`config.mk`:
```
export PLATFORM = sky130hd
export DESIGN_NAME = vn_ib_lut_loader
export DESIGN_NICKNAME = d
export VERILOG_FILES = /design/src/rtl/vn_ib_lut_loader.sv
export SDC_FILE = /design/constraint.sdc
export NUM_CORES = 1
export LEC_CHECK = 0
export ABC_CLOCK_PERIOD_IN_PS = 2000
export CORE_ASPECT_RATIO = 1.4
export CORE_UTILIZATION = 30
export CTS_BUF_LIST = sky130_fd_sc_hd__clkbuf_4
export DETAILED_ROUTE_END_ITERATION = 10
export PLACE_DENSITY_LB_ADDON = 0.25
export SLEW_MARGIN = 20
export SYNTH_ARGS = -nofsm -noshare
export SYNTH_HDL_FRONTEND = slang
export SYNTH_SLANG_ARGS = --single-unit
```
`constraint.sdc`:
```
create_clock -name sys_clk -period 2 [get_ports sys_clk]
set_input_delay 0.3 -clock sys_clk [delete_from_list [all_inputs] [get_ports sys_clk]]
set_output_delay 0.3 -clock sys_clk [all_outputs]
set_load 0.03 [all_outputs]
```
`src/rtl/vn_ib_lut_loader.sv`:
```
// vn_ib_lut_loader
// Converts a valid/ready stream of quantised VN IB LUT entries into the LUT's
// active-low write port, one entry per cycle, at strictly increasing
// addresses 0..VN_LOAD_CYCLE-1. It reports progress and flags a complete,
// resident table to the layered decoder.
//
// Optional feature: define VN_IB_LOADER_CHECKSUM_EN to build an XOR checksum
// over the streamed image. It is compared against checksum_i, which is
// captured with load_start_i. Without the macro, checksum_i is unused and
// load_err_o is tied low.
//
// Handshake: an entry transfers on a rising edge where entry_valid_i and
// entry_ready_o are both high. entry_ready_o depends only on the FSM state,
// never on entry_valid_i. A source holding valid must keep entry_i stable
// until the transfer happens.
//
// Parameter legality: 1 <= VN_LOAD_CYCLE <= 2**WR_ADDR_BITWIDTH.
module vn_ib_lut_loader #(
    parameter int WR_ADDR_BITWIDTH = 6,
    parameter int WR_BITWIDTH      = 4,
    parameter int VN_LOAD_CYCLE    = 64
) (
    input  logic                        sys_clk,
    input  logic                        rst,
    input  logic                        load_start_i,
    input  logic [WR_BITWIDTH-1:0]      checksum_i,
    input  logic [WR_BITWIDTH-1:0]      entry_i,
    input  logic                        entry_valid_i,
    output logic                        entry_ready_o,
    output logic [WR_ADDR_BITWIDTH-1:0] waddr_o,
    output logic [WR_BITWIDTH-1:0]      wdata_o,
    output logic                        wen_o,
    output logic                        load_busy_o,
    output logic                        load_done_o,
    output logic                        lut_ready_o,
    output logic                        load_err_o,
    output logic [1:0]                  dbg_state_o
);

    typedef enum logic [1:0] {
        ST_IDLE = 2'd0,
        ST_LOAD = 2'd1,
        ST_DONE = 2'd2
    } state_e;

    // Terminal count. When the table fills the whole address space this is
    // the all-ones value, so the counter never has to reach 2**WIDTH.
    localparam logic [WR_ADDR_BITWIDTH-1:0] CNT_LAST =
        WR_ADDR_BITWIDTH'(VN_LOAD_CYCLE - 1);

    state_e                        state_q, state_d;
    logic [WR_ADDR_BITWIDTH-1:0]   cnt_q, cnt_d;
    logic [WR_ADDR_BITWIDTH-1:0]   waddr_q, waddr_d;
    logic [WR_BITWIDTH-1:0]        wdata_q, wdata_d;
    logic                          wen_q, wen_d;
    logic                          lut_ready_q, lut_ready_d;

    logic                          start_accept;
    logic                          accept;
    logic                          last_accept;

    // Handshake qualifiers shared by the FSM and the datapath
    assign start_accept = (state_q == ST_IDLE) && load_start_i;
    assign accept       = entry_valid_i && entry_ready_o;
    assign last_accept  = accept && (cnt_q == CNT_LAST);

    // Next-state logic
    always_comb begin
        state_d = state_q;
        case (state_q)
            ST_IDLE: if (load_start_i) state_d = ST_LOAD;
            ST_LOAD: if (last_accept)  state_d = ST_DONE;
            ST_DONE: state_d = ST_IDLE;
            default: state_d = ST_IDLE;
        endcase
    end

    // State-decoded outputs: ready/busy in LOAD, single-cycle done pulse in DONE
    always_comb begin
        entry_ready_o = 1'b0;
        load_busy_o   = 1'b0;
        load_done_o   = 1'b0;
        case (state_q)
            ST_LOAD: begin
                entry_ready_o = 1'b1;
                load_busy_o   = 1'b1;
            end
            ST_DONE: load_done_o = 1'b1;
            default: ;
        endcase
    end

    // Write-port and progress datapath; a write strobe lasts exactly one cycle
    always_comb begin
        cnt_d       = cnt_q;
        waddr_d     = waddr_q;
        wdata_d     = wdata_q;
        wen_d       = 1'b1;
        lut_ready_d = lut_ready_q;
        if (start_accept) begin
            cnt_d       = '0;
            lut_ready_d = 1'b0;
        end
        if (accept) begin
            waddr_d = cnt_q;
            wdata_d = entry_i;
            wen_d   = 1'b0;
            // Hold at the terminal value instead of wrapping
            if (!last_accept) cnt_d = cnt_q + 1'b1;
        end
        if (state_q == ST_DONE) lut_ready_d = 1'b1;
    end

    // State and datapath registers; reset wins over any in-flight transfer
    always_ff @(posedge sys_clk) begin
        if (rst) begin
            state_q     <= ST_IDLE;
            cnt_q       <= '0;
            waddr_q     <= '0;
            wdata_q     <= '0;
            wen_q       <= 1'b1;
            lut_ready_q <= 1'b0;
        end else begin
            state_q     <= state_d;
            cnt_q       <= cnt_d;
            waddr_q     <= waddr_d;
            wdata_q     <= wdata_d;
            wen_q       <= wen_d;
            lut_ready_q <= lut_ready_d;
        end
    end

`ifdef VN_IB_LOADER_CHECKSUM_EN
    logic [WR_BITWIDTH-1:0] acc_q, acc_d;
    logic [WR_BITWIDTH-1:0] chk_q, chk_d;
    logic                   err_q, err_d;

    // Checksum: the last entry is folded into acc on its acceptance edge, so
    // in DONE acc already holds the XOR of the full image
    always_comb begin
        acc_d = acc_q;
        chk_d = chk_q;
        err_d = err_q;
        if (start_accept) begin
            acc_d = '0;
            chk_d = checksum_i;
            err_d = 1'b0;
        end
        if (accept) acc_d = acc_q ^ entry_i;
        if (state_q == ST_DONE) err_d = (acc_q != chk_q);
    end

    // Checksum registers
    always_ff @(posedge sys_clk) begin
        if (rst) begin
            acc_q <= '0;
            chk_q <= '0;
            err_q <= 1'b0;
        end else begin
            acc_q <= acc_d;
            chk_q <= chk_d;
            err_q <= err_d;
        end
    end

    assign load_err_o = err_q;
`else
    logic unused_checksum;
    assign unused_checksum = ^checksum_i;
    assign load_err_o      = 1'b0;
`endif

    assign waddr_o     = waddr_q;
    assign wdata_o     = wdata_q;
    assign wen_o       = wen_q;
    assign lut_ready_o = lut_ready_q;
    assign dbg_state_o = state_q;

endmodule

```
==> results of run 1 <==
final timing paths:
path / slack (ns) / to
worst min-delay path: 0.46 / wdata_o[1]
worst min register to register: 0.46 / wdata_o[1]
worst max-delay path: 0.18 / dbg_state_o[0]
worst max register to register: 0.46 / cnt_q[0]
area by class of cell:
type                       instances  area (um^2)
tap                               36         45.0
inverter                           1         3.75
sequential                        20          400
fill                             304         1550
clock buffer                       3         22.5
timing repair buffer              26          255
multi-input combinational         72          424
flip-flops by register name, summed over array words and instances (netlist names):
name         count
wen_o            1
dbg_state_o      2
waddr_o          6
wdata_o          4
lut_ready_o      1
cnt_q            6
per-stage QoR:
step / instance area [um^2] / worst slack [ns] / hold slack (ns) / util [%]
final: 1150 / 0.179 / 0.459 / 42.7
after global routing: 1150 / 0.102 / 0.483 / 42.7
after CTS: 1150 / 0.0329 / 0.463 / 42.6
after detailed placement: 1130 / 0.261 / 0.448 / 41.8
after global placement: 1130 / 0.280 / 0.442 / 41.8
after floorplan: 878 / 0.252 / 0.436 / -
layout by cell type, fill, tap and decap left out:
master           Yosys  routed
nor3b_1              1       1
mux2_4               1       1
and3_4               1       1
buf_4                2       2
a32oi_1              1       1
o211ai_1             1       1
clkdlybuf4s50_1      0      21
xor2_1               2       2
nand4b_1             1       1
and4_2               1       1
nand3_1              4       4
a21oi_1             14      14
dfxtp_1             20      20
and2_2               1       1
nor2b_1              2       2
dlygate4sd2_1        0       2
nand2b_1             2       2
ha_1                 1       1
nand2_1             23      23
a31oi_1              1       1
conb_1               1       1
nor3_1               2       2
clkbuf_4             0       3
dlymetal6s2s_1       0       1
mux2i_1              1       1
a31o_4               1       1
or3b_1               1       1
nand3b_4             1       1
inv_1                1       1
o21ai_0              2       2
and3b_1              1       1
nor2_2               1       1
nor2_1               4       4
layer usage:
metal | wire length (um) | track usage [%] | share of wire, % | vias to the layer above
li1 | - | - | - | 384
met1 | 815 | 16.7 | 46 | 341
met2 | 831 | 21.5 | 47 | 22
met3 | 89 | 2.46 | 5.1 | 2
met4 | 22 | 4.17 | 1.3 | 0
met5 | 0 | 0 | 0 | -
logic make-up after synthesis:
logic type / count (synthesis) / share of synthesized area [%]
and+or+nand+nor: 46 / 27.9
AOI/OAI and AO/OA: 20 / 13.7
DFF: 20 / 45.6
buffers and inverters: 9 / 6.12
xor gates and xnor gates: 2 / 1.99
muxes: 2 / 2.85
adders and majority gates: 1 / 1.42
other: 1 / 0.427
power by group:
part           total, mW  internal [mW]  switching (mW)
sequential         0.413          0.405         0.00738
clock              0.185         0.0701           0.115
combinational     0.0948         0.0414          0.0534
==> reports/qor.txt, run 1 <==
status = finished, final reports clean
Hold Path Cell Cnt = 2
Top Ports = 30
drt initial violations = 12
largest cells by area after synthesis = dfxtp_1 (46%), nand2_1 (9.8%), a21oi_1 (8.0%)
GRT Overall Usage = 13.1%
core box area = 0.00270 mm^2
final slew viol count = 0
total power = 692 uW
Synth cell types = 32
number of cells on the worst reg-to-reg path = 5
Clock transition at path regs = 0.11 ns
Max Cap Viol = 0
Max VDD drop = 0.000413 V
hold-fix buffers at CTS = 0
global placement routability congestion = 0.690
Pwr Density = 602 mW/mm^2
sequential element share of the synthesized area = 45.6%
# DRC = 0
Final Hold Fails = 0
die area = 0.00315 mm^2
initial core utilization = 32.6%
cell area after synthesis = 878 um^2
crit path buf inv count = 1
Setup Skew = 0.00566 ns
Bufs on Longest Clock Path = 2
GR Overflow Total = 0
top cell type's share of synthesized area = 45.6%
pin count of the biggest net entering global routing = 14
max incr delay on CP = 0.74 ns
RSZ-0062 raised after global routing = false
clock period minus worst slack = 1.82 ns
Reg2Reg Launch Point = cnt_q[0]
FF+latch count, synth = 20
DP HPWL = 1300 um
critical path class = reg -> out
largest area contributor in the netlist = dfxtp_1
Crit path depth = 1
hold wc startpoint = wdata_o[1]
layout cells sized above 1 = 9.84%
total iterations of the first detailed-routing run = 2
vias in the first global route = 691
syn_nets = 114
DR vias/cell = 4.74
Post-CTS Setup Bufs = 0
total CTS buffers = 3
Post-synth EDFFs = 0
crit-path cells = clkdlybuf4s50_1
f_max = 0.549 GHz
crit start category = register
global-route wire length before repair = 3040 um
WL final = 1760 um
final net count = 137
Main synth FF type = dfxtp_1
critical path peak fanout = 7
total number of H-tree levels = 1
post-cts resize count = 2
top-count cell post-synth = nand2_1
crit end category = primary output
Die H = 66.0 um
initial antenna violation count = 0
final setup violation count = 0
critical path's slowest cell = clkdlybuf4s50_1
setup TNS = 0 ns
Async SR Flop Fraction = 0%
syn_area_per_cell = 8.70 um^2
Worst Path Arrival = 1.52 ns
Crit path max-delay family = buffers and inverters
area delta synth->final = 31.1%
row count = 22
Crit path required time = 1.70 ns
placed insts = 155
WL per Instance = 11.1 um
Sink Count = 20
Ys Warns = 0
CTS tree = done
HP Class = reg -> reg
Skew-Pair Late Insertion Delay = 0.30 ns
Antenna Cells = 0
period utilisation layout = 91.0%
clk root buf = clkbuf_4
routed via count = 749
Synth top cells by count = nand2_1 (23), dfxtp_1 (20), a21oi_1 (14)
die width = 47.7 um
Final Non-Filler Cells = 158
Mapped Cells = 101
Leak = 0.456 nW
I/O Buffers = 24
antenna-violating nets left = 0
start point of the critical path = dbg_state_o[0]
(Power assumes the default switching activity.)
==> inputs of run 2 (changes only) <==
--- a/config.mk
+++ b/config.mk
@@ -10,7 +10,7 @@
 export CORE_UTILIZATION = 30
 export CTS_BUF_LIST = sky130_fd_sc_hd__clkbuf_4
 export DETAILED_ROUTE_END_ITERATION = 10
-export PLACE_DENSITY_LB_ADDON = 0.25
+export SKIP_LAST_GASP = 1
 export SLEW_MARGIN = 20
 export SYNTH_ARGS = -nofsm -noshare
 export SYNTH_HDL_FRONTEND = slang
==> reports/qor.txt, run 2 (synthesis results as in run 1) <==
commonest non-fill, non-tap cells in the layout = nand2_1 (23), clkdlybuf4s50_1 (21), dfxtp_1 (20), a21oi_1 (14)
most common cell after layout, fill and taps aside = nand2_1
fin area = 0.00115 mm^2 (unchanged)
placed instance area = 0.00113 mm^2 (unchanged)
HP Class = reg -> reg
clock power share = 26.2% (-0.5 points)
core box area = 0.00270 mm^2 (unchanged)
global-route wire length before repair = 2850 um (-6.3%)
area delta synth->final = 31.1% (unchanged)
CTS tree = done
Sink Count = 20 (unchanged)
Post-CTS Setup Bufs = 0 (unchanged)
Leak = 0.456 nW (unchanged)
max incr delay on CP = 0.74 ns (about the same)
period utilisation layout = 91.0% (about the same)
initial core utilization = 32.6% (unchanged)
Max Cap Viol = 0 (unchanged)
Pwr Density = 598 mW/mm^2 (-0.60%)
Antenna Cells = 0 (unchanged)
DR vias/cell = 4.77 (+0.53%)
setup TNS = 0 ns (unchanged)
GR Overflow Total = 0 (unchanged)
critical path peak fanout = 7 (unchanged)
final slew viol count = 0 (unchanged)
total iterations of the first detailed-routing run = 4 (+2)
die area = 0.00315 mm^2 (unchanged)
critical path's slowest cell = clkdlybuf4s50_1
Reg2Reg Capture Point = cnt_q[0]
start point of the critical path = dbg_state_o[0]
status = finished, final reports clean
Critical path destination = dbg_state_o[0]
global placement routability congestion = 0.709 (+2.8%)
Finished Core Util = 42.7% (unchanged)
critical path class = reg -> out
# DRC = 0 (unchanged)
final setup violation count = 0 (unchanged)
Internal Pwr Total = 517 uW (about the same)
die width = 47.7 um (unchanged)
clk root buf = clkbuf_4
Sw Ratio = 24.9% (-0.44 points)
total power = 688 uW (-0.60%)
crit-path cells = clkdlybuf4s50_1
final net count = 137 (unchanged)
row count = 22 (unchanged)
switching power = 171 uW (-2.3%)
I/O Buffers = 24 (unchanged)
WL final = 1740 um (-1.1%)
Crit path required time = 1.70 ns (about the same)
total number of H-tree levels = 1 (unchanged)
Skew-Pair Late Insertion Delay = 0.29 ns (about the same)
Bufs on Longest Clock Path = 2 (unchanged)
crit path buf inv count = 1 (unchanged)
antenna-violating nets left = 0 (unchanged)
total CTS buffers = 3 (unchanged)
Reg2Reg Launch Point = cnt_q[0]
Top Ports = 30 (unchanged)
vias in the first global route = 697 (+0.87%)
crit start category = register
R2R Setup Slk = 0.47 ns (about the same)
Max VDD drop = 0.000312 V (-24%)
Worst Path Arrival = 1.52 ns (about the same)
Comb pwr share = 13.8% (about the same)
routed via count = 753 (+0.53%)
Crit path max-delay family = buffers and inverters
Reg power frac = 59.9% (+0.3 points)
initial antenna violation count = 0 (unchanged)
DP HPWL = 1280 um (-1.2%)
crit end category = primary output
hold slack = 0.459 ns (-0.0000930 ns)
Die H = 66.0 um (unchanged)
f_max = 0.549 GHz (about the same)
Clock transition at path regs = 0.10 ns (about the same)
Setup Skew = 0.00449 ns (-0.00117 ns)
Final Hold Fails = 0 (unchanged)
layout cells sized above 1 = 9.84% (unchanged)
RSZ-0062 raised after global routing = false
Crit path depth = 1 (unchanged)
pin count of the biggest net entering global routing = 14 (unchanged)
WL per Instance = 11.0 um (-1.1%)
drt initial violations = 14 (+2)
number of cells on the worst reg-to-reg path = 5 (unchanged)
GRT Overall Usage = 12.6% (-0.54 points)
clock period minus worst slack = 1.82 ns (-0.000893 ns)
run 2: area by class of cell:
cell class	instances	area, um^2
clock buffer	3	22.5
inverter	1	3.75
timing repair buffer	26	255
sequential	20	400
multi-input combinational	72	424
fill	290	1550
tap	36	45.0
run 2: timing repair:
item / 4_1_cts / 5_1_grt
pin swaps: 0 / 0
resized for setup: 2 / 1
hold buffers: 0 / 0
setup endpoints to repair: 2 / 1
run 2: through the flow:
step	worst slack, ns	cells
floorplan	0.252	101
CTS	0.0440	158
detailed placement	0.262	155
global route	0.112	158
finish	0.180	158
global placement	0.276	155
run 2: tightest hold or removal path, cell delays in order, from the launching register on:
cell     delay [ns]
dfxtp_1        0.32
nand2_1        0.05
a21oi_1        0.05
run 2: power groups by stage:
stage	combinational, mW	clock, mW	sequential [mW]
floorplan	0.0497	0	0.433
global placement	0.0975	0	0.422
detailed placement	0.0982	0	0.422
CTS	0.0963	0.188	0.413
global route	0.103	0.202	0.414
finish	0.0951	0.181	0.413
run 2: per-layer routing:
metal	vias up	wire, um	global-route usage (%)
met1	344	753	13.9
met3	4	110	2.46
li1	380	-	-
met5	-	0	0
met2	25	847	21.5
met4	0	25	6.25
run 2: worst min-delay path by stage:
| stage | cells past startpoint | slack (ns) | start | endpoint |
|---|---|---|---|---|
| 6_report | 2 | 0.46 | wdata_o[3] | wdata_o[3] |
| 5_1_grt | 2 | 0.48 | waddr_o[4] | waddr_o[4] |
| 4_1_cts | 2 | 0.47 | wdata_o[3] | wdata_o[3] |
| 3_5_place_dp | 2 | 0.45 | wdata_o[3] | wdata_o[3] |
| 3_3_place_gp | 2 | 0.44 | wdata_o[1] | wdata_o[1] |
| 2_1_floorplan | 2 | 0.44 | entry_i[0] | wdata_o[0] |
